**config.mk**
```make
export PLATFORM = sky130hd
export DESIGN_NAME = fetch_prefetch
export DESIGN_NICKNAME = d
export VERILOG_FILES = /design/src/rtl/fetch_prefetch_pkg.sv /design/src/rtl/fetch_prefetch_pf_fifo.sv /design/src/rtl/fetch_prefetch.sv
export SDC_FILE = /design/constraint.sdc
export NUM_CORES = 1
export LEC_CHECK = 0
export ABC_AREA = 0
export BUFFER_PORTS_ARGS = -buffer_cell sky130_fd_sc_hd__buf_4
export CAP_MARGIN = 20
export CORE_ASPECT_RATIO = 0.75
export CORE_MARGIN = 2
export CORE_UTILIZATION = 25
export DETAILED_ROUTE_END_ITERATION = 7
export GPL_ROUTABILITY_DRIVEN = 0
export SETUP_SLACK_MARGIN = 0.4
export SLEW_MARGIN = 25
export SYNTH_ARGS = -nofsm -noshare
export SYNTH_HDL_FRONTEND = slang
export SYNTH_SLANG_ARGS = --single-unit
```
**constraint.sdc**
```tcl
create_clock -name clk -period 4.1 [get_ports clk]
set_input_delay 0.205 -clock clk [delete_from_list [all_inputs] [get_ports clk]]
set_output_delay 0.205 -clock clk [all_outputs]
set_load 0.005 [all_outputs]
```
**src/rtl/fetch_prefetch_pkg.sv**
```systemverilog
// Shared fetch-stage constants: instruction width, default PC width and the NOP word.
package fetch_prefetch_pkg;

  localparam int unsigned PC_W_DEF  = 16;
  localparam int unsigned INSTR_W   = 32;
  // LLB R0,#0 -- harmless filler the decoder sees while the prefetch queue is empty
  localparam logic [INSTR_W-1:0] NOP_INSTR = 32'h5800_0000;

endpackage

```
**src/rtl/fetch_prefetch_pf_fifo.sv**
```systemverilog
// Prefetch FIFO: DEPTH entries of W bits with push, pop, clear and occupancy count.
module pf_fifo #(
  parameter int unsigned DEPTH = 4,
  parameter int unsigned W     = 48
) (
  input  logic                         clk,
  input  logic                         rst,
  input  logic                         push,
  input  logic                         pop,
  input  logic                         clear,
  input  logic [W-1:0]                 wdata,
  output logic [W-1:0]                 rdata,
  output logic                         empty,
  output logic                         full,
  output logic [$clog2(DEPTH+1)-1:0]   count
);

  localparam int unsigned PTR_W = $clog2(DEPTH);
  localparam int unsigned CNT_W = $clog2(DEPTH+1);

  logic [W-1:0]     mem_q [DEPTH];
  logic [PTR_W-1:0] wr_ptr_q, wr_ptr_d;
  logic [PTR_W-1:0] rd_ptr_q, rd_ptr_d;
  logic [CNT_W-1:0] count_q, count_d;

  // Next pointers and occupancy; clear wins over push/pop, pointers wrap mod DEPTH
  always_comb begin
    wr_ptr_d = wr_ptr_q;
    rd_ptr_d = rd_ptr_q;
    count_d  = count_q;
    if (clear) begin
      wr_ptr_d = '0;
      rd_ptr_d = '0;
      count_d  = '0;
    end else begin
      if (push) wr_ptr_d = wr_ptr_q + PTR_W'(1);
      if (pop)  rd_ptr_d = rd_ptr_q + PTR_W'(1);
      case ({push, pop})
        2'b10:   count_d = count_q + CNT_W'(1);
        2'b01:   count_d = count_q - CNT_W'(1);
        default: count_d = count_q;
      endcase
    end
  end

  // Pointer and count registers
  always_ff @(posedge clk or posedge rst) begin
    if (rst) begin
      wr_ptr_q <= '0;
      rd_ptr_q <= '0;
      count_q  <= '0;
    end else begin
      wr_ptr_q <= wr_ptr_d;
      rd_ptr_q <= rd_ptr_d;
      count_q  <= count_d;
    end
  end

  // Storage array; contents are don't-care until written so no reset
  always_ff @(posedge clk) begin
    if (push && !clear) mem_q[wr_ptr_q] <= wdata;
  end

  assign rdata = mem_q[rd_ptr_q];
  assign empty = (count_q == '0);
  assign full  = (count_q == CNT_W'(DEPTH));
  assign count = count_q;

endmodule

```
**src/rtl/fetch_prefetch.sv**
```systemverilog
// Instruction fetch with prefetch queue: issues reads, buffers words, squashes stale responses on redirect.
module fetch_prefetch
  import fetch_prefetch_pkg::*;
#(
  parameter int unsigned      PC_W     = PC_W_DEF,
  parameter int unsigned      DEPTH    = 4,
  parameter logic [PC_W-1:0]  RESET_PC = '0
) (
  input  logic               clk,
  input  logic               rst,
  input  logic               stall_IM_ID,
  input  logic               flow_change_ID_EX,
  input  logic [PC_W-1:0]    dst_ID_EX,
  output logic               im_req,
  output logic [PC_W-1:0]    im_addr,
  input  logic               im_rvalid,
  input  logic [INSTR_W-1:0] im_rdata,
  output logic [INSTR_W-1:0] instr,
  output logic [PC_W-1:0]    nxt_pc
);

  localparam int unsigned CNT_W = $clog2(DEPTH+1);
  localparam int unsigned SUM_W = CNT_W + 1;
  localparam int unsigned ENT_W = INSTR_W + PC_W;

  logic [PC_W-1:0]  fetch_pc_q, fetch_pc_d;
  logic [PC_W-1:0]  expect_pc_q, expect_pc_d;
  logic [CNT_W-1:0] outstanding_q, outstanding_d;
  logic [CNT_W-1:0] discard_q, discard_d;

  logic [CNT_W-1:0] fifo_count;
  logic             fifo_empty, fifo_full;
  logic [ENT_W-1:0] fifo_rdata, fifo_wdata;
  logic             push, pop;
  logic [SUM_W-1:0] occupancy;

  // Every issued read holds a reserved FIFO slot until its word is popped or discarded
  assign occupancy = SUM_W'(fifo_count) + SUM_W'(outstanding_q);
  assign im_req    = !rst && !flow_change_ID_EX && (occupancy < SUM_W'(DEPTH));
  assign im_addr   = fetch_pc_q;

  assign push       = im_rvalid && (discard_q == '0) && !flow_change_ID_EX;
  assign pop        = !stall_IM_ID && !fifo_empty && !flow_change_ID_EX;
  // expect_pc tracks the address of the next live response, so its entry stores that address + 1
  assign fifo_wdata = {im_rdata, expect_pc_q + PC_W'(1)};

  pf_fifo #(
    .DEPTH (DEPTH),
    .W     (ENT_W)
  ) u_fifo (
    .clk   (clk),
    .rst   (rst),
    .push  (push),
    .pop   (pop),
    .clear (flow_change_ID_EX),
    .wdata (fifo_wdata),
    .rdata (fifo_rdata),
    .empty (fifo_empty),
    .full  (fifo_full),
    .count (fifo_count)
  );

  // PC and in-flight bookkeeping; a redirect turns every live in-flight read into a discard
  always_comb begin
    fetch_pc_d    = fetch_pc_q;
    expect_pc_d   = expect_pc_q;
    outstanding_d = outstanding_q;
    discard_d     = discard_q;
    if (flow_change_ID_EX) begin
      fetch_pc_d    = dst_ID_EX;
      expect_pc_d   = dst_ID_EX;
      discard_d     = outstanding_q - CNT_W'(im_rvalid);
      outstanding_d = outstanding_q - CNT_W'(im_rvalid);
    end else begin
      if (im_req) fetch_pc_d  = fetch_pc_q + PC_W'(1);
      if (push)   expect_pc_d = expect_pc_q + PC_W'(1);
      if (im_rvalid && (discard_q != '0)) discard_d = discard_q - CNT_W'(1);
      outstanding_d = outstanding_q + CNT_W'(im_req) - CNT_W'(im_rvalid);
    end
  end

  // State registers
  always_ff @(posedge clk or posedge rst) begin
    if (rst) begin
      fetch_pc_q    <= RESET_PC;
      expect_pc_q   <= RESET_PC;
      outstanding_q <= '0;
      discard_q     <= '0;
    end else begin
      fetch_pc_q    <= fetch_pc_d;
      expect_pc_q   <= expect_pc_d;
      outstanding_q <= outstanding_d;
      discard_q     <= discard_d;
    end
  end

  // A response arriving into a full queue means the slot reservation broke
  always @(posedge clk) begin
    if (!rst && im_rvalid) assert (!fifo_full);
  end

  assign instr  = fifo_empty ? NOP_INSTR   : fifo_rdata[ENT_W-1 -: INSTR_W];
  assign nxt_pc = fifo_empty ? expect_pc_q : fifo_rdata[PC_W-1:0];

endmodule

```
# After elaboration in Yosys (flattened, before gate mapping)
# Memory sizes are Yosys's and may differ from the RTL's.
# Index checks and enable logic that the tools add are counted.
# Widths: inputs -> output; s select.
[totals]
ramBits = 192
memories = 1
reg_bits = 45
inputBits = 53
[op_classes]
reduce_logical = 20
n_addsub = 11
muxes = 17
n_lt_le_gt_ge = 1
n_eq_ne = 2
[mem_list]
columns = ["memory", "depth", "word_bits", "rd", "rd_clocked_by_memory_dff", "wr", "line", "rtl"]
rows = [
  ["u_fifo.mem_q", 4, 48, 1, 0, 1, "fetch_prefetch_pf_fifo.sv:21", "logic [W-1:0] mem_q [DEPTH];"],
]
[ops]
columns = ["cell", "n"]
rows = [
  ["$mux 16", 5],
  ["$add 16x1->16 const B", 2],
  ["$mux 32", 1],
  ["$mux 3", 4],
  ["$logic_and 1x1->1", 8],
  ["$mux 2", 4],
  ["$reduce_bool 2->1", 4],
  ["$logic_not 3->1", 2],
  ["$pmux 3 s2", 1],
  ["$reduce_bool 3->1", 2],
  ["$sub 3x1->3", 2],
  ["$sub 3x1->3 const B", 2],
  ["$add 2x1->2 const B", 2],
  ["$add 3x3->4", 1],
  ["$logic_not 1->1", 4],
  ["$lt 4x3->1 const B", 1],
  ["$add 3x1->3", 1],
  ["$add 3x1->3 const B", 1],
  ["$eq 2x1->1 const B", 1],
  ["$eq 2x2->1 const B", 1],
  ["$mux 1", 2],
]

# Depth between registers and ports, before layout
# Gate-level depths: netlist of run 1.
[logic_depth]
word_depth = 7
mapped_depth = 10
ltp_nobuf = 9

# By module
# From an unflattened synthesis of run 1, not the netlist that was laid out.
[hier_totals]
cells_unflattened = 632
area_unflattened_um2 = 10477.5
[modules_own_cells]
columns = ["mod", "area_per_inst_um2", "cells_per_inst", "n_inst"]
rows = [
  ["pf_fifo", 7424.6, 295, 1],
  ["fetch_prefetch", 3052.9, 337, 1],
]

# Worst setup path after synthesis of run 1
# OpenSTA, ideal clock, no wires.
[synth_timing]
path_type = "register to register"
startpoint = "register discard_q[0]"
endpoint = "memory u_fifo.mem_q[0][0], enable pin"
slack_ps = 1032
stages_incl_launch_ff = 7
n_path_buf = 2
arrival_ps = 2657
cell_sequence = "dfrtp_1 -> inv_1 -> ha_1 -> and3b_1 -> clkbuf_1 -> clkbuf_1 -> and3_1"
[synth_between]
elab_chain_len = 6
[synth_rtl]
columns = ["item", "line", "rtl"]
rows = [
  ["start: declaration", "fetch_prefetch.sv:29", "logic [CNT_W-1:0] discard_q, discard_d;"],
  ["start signal: assignment", "fetch_prefetch.sv:93", "discard_q <= discard_d;"],
  ["$logic_not 3->1", "fetch_prefetch.sv:42", "assign push = im_rvalid && (discard_q == '0) && !flow_change_ID_EX;"],
  ["$logic_and 1x1->1 (2 in series)", "fetch_prefetch.sv:42", ""],
  ["$logic_and 1x1->1", "fetch_prefetch_pf_fifo.sv:61", "if (push && !clear) mem_q[wr_ptr_q] <= wdata;"],
  ["$mux 1", "fetch_prefetch_pf_fifo.sv:61", ""],
  ["$mux 1 (implied by the code)", "fetch_prefetch_pf_fifo.sv:61", ""],
  ["end: declaration", "fetch_prefetch_pf_fifo.sv:21", ""],
]
# No other way between the ends.

# Final worst setup path of run 1
[layout_timing]
startpoint = "register u_fifo.rd_ptr_q[0]"
endpoint = "output port nxt_pc[1]"
[layout_between]
elab_chain_len = 2
[layout_rtl]
columns = ["item", "line", "rtl"]
rows = [
  ["start: declaration", "fetch_prefetch_pf_fifo.sv:23", "logic [PTR_W-1:0] rd_ptr_q, rd_ptr_d;"],
  ["start signal: assignment", "fetch_prefetch_pf_fifo.sv:54", "rd_ptr_q <= rd_ptr_d;"],
  ["$mem_v2 4x48", "--", ""],
  ["$mux 16", "fetch_prefetch.sv:103", "assign nxt_pc = fifo_empty ? expect_pc_q : fifo_rdata[PC_W-1:0];"],
  ["end: declaration", "fetch_prefetch.sv:19", "output logic [PC_W-1:0] nxt_pc"],
]
# No other way between the ends.

==> impl_metrics.json, run 1 <==
{
  "wire_per_inst_um": 17.5,
  "synth-warning-count": 0,
  "portBuffers": 117,
  "fin_util_pct": 32.1,
  "die_x_um": 237,
  "grt_max_degree": 52,
  "finalCriticalPeriod_ns": 2.96,
  "grt_pass1_vias": 6184,
  "p_comb_share_pct": 23.9,
  "seq_area_um2": 6900,
  "grt_pass1_wl_mm": 36.1,
  "place_hpwl_mm": 15.6,
  "netlist_area_um2": 10200,
  "multi_input_area_um2": 3100,
  "clk_latency_ns": 0.54,
  "critPathLaunchType": "flip-flop",
  "clock_power_share_pct": 32.6,
  "sequentialPowerShare_pct": 43.6,
  "fp.dieH_um": 179,
  "drc": 0,
  "setup_viol": 0,
  "nets": 871,
  "place_area_um2": 11700,
  "maxSlewViolCount": 0,
  "fin_worst_skew_ns": 0.0249,
  "endpoint_kind": "output pin",
  "grt_antenna_before_repair": 0,
  "vdd_drop_max_mv": 0.327,
  "vias_per_cell": 4.44,
  "fin_tns_setup_ns": 0,
  "io_pins": 118,
  "instances_no_fill": 1349,
  "clk_pin_slew_ns": 0.06,
  "final_layout_size_suffix_gt1_share_pct": 31.3,
  "via_count": 5985,
  "swShare_pct": 27.8,
  "grt_use_total_pct": 11.1,
  "ctsResizeCount": 0,
  "ys_seq_area_share_pct": 67.5,
  "max_freq_ghz": 0.337,
  "cts_tree": "yes",
  "postCtsSetupBuffers": 0,
  "path_class": "flip-flop to output pin",
  "synth_edf_count": 192,
  "dp.cells": 1254,
  "htreeDepth": 1,
  "rsz0062_at_grt": "false",
  "netlist_instances": 631,
  "status": "completed",
  "fill_cells": 3997,
  "hold_violations": 0,
  "powerDensity_nw_per_um2": 528,
  "syn_nets": 700,
  "switchingPower_uw": 1910,
  "worstPathArrival_ns": 2.76,
  "crit_fanout": 35,
  "core_um2": 40500,
  "cp.required_ns": 3.89,
  "ys.flop_type": "edfxtp_1",
  "cts_buffers": 25,
  "initial_core_util_pct": 25.2,
  "cap_violations": 0,
  "p_int_uw": 4970,
  "clockRootBuffer": "clkbuf_16",
  "antenna_cells": 0,
  "finalCritPeriodShare_pct": 72.3,
  "die_area_um2": 42500,
  "maxSlewHeadroom_pct": 44.9,
  "drt_iter0_markers": 476,
  "gr-total-overflow": 0,
  "syn2layout_area_growth_pct": 27.6,
  "hold_buffers": 48,
  "leakage_uw": 0.00454,
  "drt-pass1-iter-count": 7,
  "tightest_slew_ns": 0.826,
  "synthArstFlopShare_pct": 19.0,
  "fp-row-count": 64,
  "ys_types": 43,
  "clockBufferDepth": 3,
  "ys_ff_latch": 237,
  "stdcell_area_um2": 13000,
  "wirelength_mm": 23.6,
  "drt.antenna.violating_nets": 0,
  "cts.sinks": 237,
  "synth_area_per_cell_um2": 16.2,
  "hold_class": "input port to flip-flop"
}
[cells in the mapped netlist (all sizes together) (18+ instances only)]
master	instances	share of area [%]
edfxtp	192	56
dfrtp	45	11
mux4	48	11
mux2	19	2.1
nand2	24	0.88
buf	19	0.88
xnor2	21	1.8
xor2	18	1.5
and2	30	1.8
nand3	20	0.98
nor2	26	0.96
inv	19	0.70
[layer usage]
layer,global-route usage [%],vias up,share of wire [%]
met3,2.11,34,4.1
li1,-,2784,-
met1,15.2,3027,46
met4,2.86,0,1.9
met2,18.1,140,48
met5,0,-,0
[flip-flops by register name, indices dropped and copies added (netlist names)]
signal	count
outstanding_q	3
expect_pc_q	16
discard_q	3
u_fifo.rd_ptr_q	2
u_fifo.count	3
im_addr	16
u_fifo.mem_q	192
u_fifo.wr_ptr_q	2
[logic make-up after synthesis]
kind of cell               Yosys count  synth area share (%)
muxes                               68                  12.8
xor gates and xnor gates            39                  3.35
and+or+nand+nor                    157                  8.59
buffers and inverters               55                  2.22
DFF                                237                  67.5
AOI/OAI and AO/OA                   59                  3.42
adders and majority gates           16                  2.11
[layout make-up]
type	count	area share [%]
Clock inverter	21	1.49
Multi-Input combinational cell	339	23.8
Inverter	19	0.548
Timing Repair Buffer	180	11.3
Clock buffer	25	4.80
Sequential cell	237	53.0
Tap cell	528	5.07
[stage by stage]
step           total power (µW)  hold WS, ns  setup slack, ns
2_1_floorplan              3970        0.304             1.03
3_3_place_gp               4670        0.409             1.29
3_5_place_dp               4700        0.410             1.22
4_1_cts                    6990     0.000491             1.05
5_1_grt                    7260       0.0280            0.945
6_report                   6880       0.0452             1.14
[power groups by stage]
stage	Clock [µW]	Combinational (µW)	Sequential, µW
final	2240	1640	3000
after global routing	2390	1830	3030
after CTS	2300	1690	3000
after detailed placement	0	1640	3060
after global placement	0	1620	3050
after floorplan	0	1050	2930
[cells in the final DEF, fill, tap and decap left out, drive strengths merged, types with 17 or more instances in the layout]
master	Yosys	layout
edfxtp	192	192
buf	19	131
dlygate4sd3	0	49
mux4	48	48
dfrtp	45	45
and2	30	30
nor2	26	26
clkbuf	17	25
nand2	24	24
xnor2	21	21
nand3	20	20
inv	19	20
mux2	19	19
xor2	18	18
a21oi	17	17
[worst max-delay path, cell delays in order (launching register included)]
cell	delay, ns
dfrtp_4	0.91
buf_4	0.33
mux4_2	0.51
mux2_2	0.31
buf_4	0.14
[final timing paths]
check / startpoint / to / slack, ns / cells past startpoint
min in group asynchronous: rst / im_addr[13] / 0.42 / 3
worst min-delay path: flow_change_ID_EX / u_fifo.rd_ptr_q[1] / 0.05 / 2
max in group asynchronous: rst / expect_pc_q[5] / 2.84 / 4
worst min register to register: outstanding_q[2] / outstanding_q[2] / 0.52 / 1
worst max register to register: discard_q[0] / u_fifo.count[2] / 1.19 / 8
worst max-delay path: u_fifo.rd_ptr_q[0] / nxt_pc[1] / 1.14 / 4
(Power assumes the default switching activity.)
==> inputs of run 2 (changes only) <==
- clock period: 4.1 -> 3.1 ns (I/O delays scaled with it)
==> run 2 against run 1 <==
Final cell count rose by 1.1%. Sequential power rose by 29%. Non-clock buffer count rose by 14. Critical path depth did not move. Clock skew fell by 0.016 ns. First-iteration DRC count fell by 29%. Count of clock-buffer cells in the layout rose by 5. Clock power rose by 41%. Highest routed layer unchanged.
==> impl_metrics.json, run 2 (synthesized netlist as in run 1, its figures left out) <==
{
  "largest_reg_flops": 192,
  "gr-total-overflow": 0,
  "cts_buffers": 27,
  "clockBufferDepth": 3,
  "cts.sinks": 237,
  "fin_util_pct": 32.9,
  "wire_per_inst_um": 17.5,
  "cp_common_cell": "buf_4",
  "cts_tree": "yes",
  "fp-row-count": 64,
  "top_register": "u_fifo.mem_q",
  "via_count": 6064,
  "core_um2": 40500,
  "vdd_drop_max_mv": 0.375,
  "tightest_slew_ns": 0.891,
  "setup_viol": 0,
  "path_class": "flip-flop to output pin",
  "rsz0062_at_grt": "false",
  "grt_antenna_before_repair": 0,
  "critPathSlowestCell": "mux4_2",
  "reg2reg_depth": 6,
  "hold_class": "input port to flip-flop",
  "fin_worst_skew_ns": 0.00853,
  "maxSlewViolCount": 0,
  "status": "completed",
  "hold_depth": 4,
  "crit_fanout": 12,
  "drt-pass1-iter-count": 5,
  "wirelength_mm": 23.9,
  "leakage_uw": 0.00466,
  "stdcell_area_um2": 13300,
  "htreeDepth": 1,
  "grt_pass1_wl_mm": 36.5,
  "nets": 887,
  "vias_per_cell": 4.45,
  "initial_core_util_pct": 25.2,
  "cp.required_ns": 2.94,
  "portBuffers": 117,
  "max_freq_ghz": 0.406,
  "path_buf_inv": 2,
  "drt.antenna.violating_nets": 0,
  "powerDensity_nw_per_um2": 705,
  "grt_use_total_pct": 11.2,
  "finalCriticalPeriod_ns": 2.46,
  "cpPeakStageDelay_ns": 0.53,
  "crit_cells": 4,
  "syn2layout_area_growth_pct": 30.5,
  "worstPathArrival_ns": 2.31,
  "die_area_um2": 42500,
  "final_layout_size_suffix_gt1_share_pct": 31.8,
  "critPathLaunchType": "flip-flop",
  "worst_slack_ns": 0.639,
  "layout_commonest_cell": "edfxtp_1",
  "fp.dieH_um": 179,
  "ff2ff_setup_slack_ns": 0.66,
  "die_x_um": 237,
  "hold_violations": 0,
  "instances_no_fill": 1364,
  "finalCritPeriodShare_pct": 79.4,
  "grt_pass1_vias": 6213,
  "final_cell_mix": "edfxtp_1 (192), buf_4 (131), dlygate4sd3_1 (52)",
  "dp.cells": 1261,
  "clk_pin_slew_ns": 0.06,
  "pre_cts_ws_ns": 0.693,
  "place_area_um2": 11900,
  "drc": 0,
  "antenna_cells": 0,
  "cap_violations": 0,
  "maxSlewHeadroom_pct": 40.5,
  "place_hpwl_mm": 15.1,
  "grt_max_degree": 50,
  "drt_iter0_markers": 336,
  "path_cells": "buf_4 > mux4_2 > mux2_2 > buf_4",
  "clockRootBuffer": "clkbuf_16",
  "crit_family": "multiplexers",
  "clk_latency_ns": 0.53,
  "io_pins": 118,
  "fin_tns_setup_ns": 0,
  "endpoint_kind": "output pin"
}
-- run 2: per-stage QoR --
| step | hold WS (ns) | total power [µW] |
|---|---|---|
| detailed placement | 0.358 | 6250 |
| global placement | 0.357 | 6240 |
| global route | 0.102 | 9890 |
| finish | 0.0640 | 9390 |
| CTS | 0.0375 | 9530 |
| floorplan | 0.254 | 5250 |
-- run 2: final timing paths --
check,start,end
min,im_rvalid,discard_q[2]
min in group asynchronous,rst,im_addr[14]
min reg2reg,outstanding_q[2],outstanding_q[2]
max in group asynchronous,rst,u_fifo.rd_ptr_q[0]
max reg2reg,outstanding_q[2],im_addr[2]
max,u_fifo.rd_ptr_q[0],nxt_pc[9]
-- run 2: where the power goes --
| part | switching, µW | total (µW) | leakage, µW | internal (µW) |
|---|---|---|---|---|
| Sequential | 182 | 3880 | 0.00225 | 3690 |
| Clock | 1300 | 3150 | 0.000414 | 1850 |
| Combinational | 1130 | 2360 | 0.00199 | 1230 |
| Total | 2610 | 9390 | 0.00466 | 6770 |
-- run 2: cell type report --
type	instances	area, µm²
fillers	3942	27200
flip-flops and latches	237	6900
multi-input cells	339	3100
repair buffers	194	1720
clock buffers	30	687
well taps	528	661
clock inverters	17	178
inverters	19	71.3
-- run 2: per-layer routing --
metal  up-vias  track usage [%]  wire length (µm)
li1       2807                -                 -
met1      3074             15.2             11000
met2       153             18.3             11400
met3        30             2.45              1080
met4         0             2.44               399
met5         -                0                 0
-- run 2: repair_timing --
item / in CTS / in global routing
buffers inserted: 4 / 0
gates resized for setup: 3 / 0
hold endpoints to repair: 185 / 0
hold buffers: 52 / 0
endpoints found under the setup margin: 26 / 0
-- run 2: worst reg2reg max path: stages (launching register included) --
cell,delay [ns]
dfrtp_1,0.41
ha_1,0.36
nor4_4,0.28
nand4_1,0.40
a21oi_1,0.26
a21oi_1,0.05
dlygate4sd3_1,0.56
==> inputs of run 3 (changes only) <==
- clock period: 3.1 -> 2.1 ns (I/O delays scaled with it)
==> run 3 against run 2 <==
The flow now finishes with violations (negative setup slack). Register-to-register slack got worse by 0.67 ns. Core utilization is 7.2 points higher. Critical path depth grew 1. Routed wire length rose by 25%. Cell area rose by 22%. Worst hold slack worse by 0.029 ns. Final cell count grew 9.5%. Combinational power grew to 2.6 times the previous value. Sequential share of layout area shrank 9.3 points. Non-clock buffer count rose by 129. Clock skew grew 0.0046 ns. Count of clock-buffer cells in the layout is 1 higher. Largest power group is now combinational cells. Highest routed layer unchanged.
==> impl_metrics.json, run 3 (synthesized netlist as in run 1, its figures left out) <==
{
  "vias_per_cell": 4.57,
  "clock_power_share_pct": 28.9,
  "endpoint_kind": "output pin",
  "drt.antenna.violating_nets": 0,
  "portBuffers": 117,
  "leakage_uw": 0.00592,
  "maxSlewHeadroom_pct": 68.7,
  "hold_ws_ns": 0.0351,
  "hold_class": "input port to flip-flop",
  "crit_fanout": 7,
  "critPathSlowestCell": "or3_4",
  "drt-pass1-iter-count": 4,
  "path_cells": "buf_6 > or3_4 > buf_12 > mux2_2 > buf_4",
  "fin_util_pct": 40.1,
  "clockBufferDepth": 3,
  "swShare_pct": 28.1,
  "cp-startpoint": "u_fifo.count[0]",
  "path_class": "flip-flop to output pin",
  "r2r-end": "im_addr[10]",
  "grt_pass1_vias": 6886,
  "clockRootBuffer": "clkbuf_16",
  "tightest_slew_ns": 0.468,
  "fp-row-count": 64,
  "worstPathArrival_ns": 2.17,
  "final_layout_size_suffix_gt1_share_pct": 51.7,
  "cts.sinks": 237,
  "cpPeakStageDelay_ns": 0.48,
  "top_register": "u_fifo.mem_q",
  "min_to": "discard_q[2]",
  "gr-total-overflow": 0,
  "io_pins": 118,
  "wirelength_mm": 29.9,
  "wire_per_inst_um": 20.0,
  "largest_reg_flops": 192,
  "violations": "negative setup slack",
  "worstReg2RegStart": "u_fifo.count[1]",
  "fin_worst_skew_ns": 0.0132,
  "layout_commonest_cell": "edfxtp_1",
  "die_x_um": 237,
  "crit_family": "simple AND/OR/NAND/NOR gates",
  "vdd_drop_max_mv": 0.713,
  "hold_depth": 4,
  "finalCriticalPeriod_ns": 2.28,
  "place_hpwl_mm": 15.7,
  "reg2reg_depth": 8,
  "syn2layout_area_growth_pct": 59.1,
  "hold_violations": 0,
  "maxSlewViolCount": 0,
  "worst_slack_ns": -0.179,
  "finalCritPeriodShare_pct": 109,
  "clk_pin_slew_ns": 0.06,
  "path_buf_inv": 3,
  "clk_latency_ns": 0.54,
  "grt_use_total_pct": 13.7,
  "cap_violations": 0,
  "max_freq_ghz": 0.439,
  "fp.dieH_um": 179,
  "initial_core_util_pct": 25.2,
  "cts_tree": "yes",
  "nets": 1015,
  "core_um2": 40500,
  "rsz0062_at_grt": "true",
  "via_count": 6821,
  "setup_viol": 51,
  "switchingPower_uw": 4710,
  "status": "complete, but fails checks",
  "grt_max_degree": 36,
  "sequentialPowerShare_pct": 34.1,
  "cts_buffers": 26,
  "p_int_uw": 12000,
  "antenna_cells": 0,
  "htreeDepth": 1,
  "final_cell_mix": "edfxtp_1 (192), buf_4 (131), buf_6 (66)",
  "critPathLaunchType": "flip-flop",
  "drt_iter0_markers": 405,
  "drc": 0,
  "cp.required_ns": 2.00,
  "grt_pass1_wl_mm": 43.0,
  "die_area_um2": 42500,
  "min_from": "im_rvalid",
  "powerDensity_nw_per_um2": 1030,
  "grt_antenna_before_repair": 0,
  "ff2ff_setup_slack_ns": -0.01,
  "p_comb_share_pct": 37.0
}
-- run 3: cell types whose count changed in the layout (fill, tap and decap cells not counted), moves of 8 or more --
cell,before,now
mux2_4,0,13
mux2_2,19,6
and2_4,0,29
dfrtp_2,1,9
and2_1,30,1
buf_6,0,66
buf_16,0,26
dfrtp_1,43,35
o21ai_0,14,6
buf_12,11,39
-- run 3: metrics by stage --
step                power (µW)  instance area [µm²]  std cells  setup TNS [ns]  setup slack [ns]
finish                   16800                16200       1494           -5.99            -0.179
global route             17600                16200       1494          -10.29            -0.242
CTS                      16400                15600       1472           -8.05            -0.212
detailed placement        9540                12300       1291         -0.0241           -0.0193
global placement          9500                12300       1291               0            0.0313
floorplan                 7850                10300        631          -15.48            -0.268
-- run 3: final cells by class --
class                   count  area [µm²]
clock inverters            17         213
flip-flops and latches    237        6910
repair buffers            323        3940
fillers                  3633       24300
multi-input cells         339        3750
clock buffers              31         691
inverters                  19        71.3
well taps                 528         661
-- run 3: repair_timing --
action / CTS / global route
hold buffers: 51 / 0
endpoints found under the hold margin: 209 / 0
gates cloned: 23 / 6
gates resized for setup: 168 / 86
setup endpoints to repair: 302 / 315
pin swaps: 30 / 38
setup buffers: 59 / 16
-- run 3: worst min-delay path: stages --
cell and delay, ns:
buf_4 0.11, nand3_1 0.08, xor2_1 0.12, o21ai_0 0.10
-- run 3: worst max-delay path by stage --
stage | end | slack [ns] | cells after the start
floorplan | u_fifo.count[2] | -0.27 | 10
global placement | outstanding_q[2] | 0.03 | 9
detailed placement | outstanding_q[2] | -0.02 | 9
CTS | nxt_pc[1] | -0.21 | 4
global route | nxt_pc[2] | -0.24 | 4
finish | nxt_pc[1] | -0.18 | 5
-- run 3: power by group through the flow --
stage	Sequential (µW)	Clock, µW	Combinational (µW)
after global routing	5750	5180	6640
final	5720	4830	6200
after CTS	5700	4970	5740
after global placement	5780	0	3720
after detailed placement	5790	0	3750
after floorplan	5720	0	2130
-- run 3: metal layers --
layer / track usage [%] / wire length [µm] / vias to the layer above
met5: 0 / 0 / -
met4: 3.43 / 503 / 0
met3: 3.06 / 1470 / 41
met2: 21.5 / 14100 / 168
met1: 19.1 / 13800 / 3529
li1: - / - / 3083
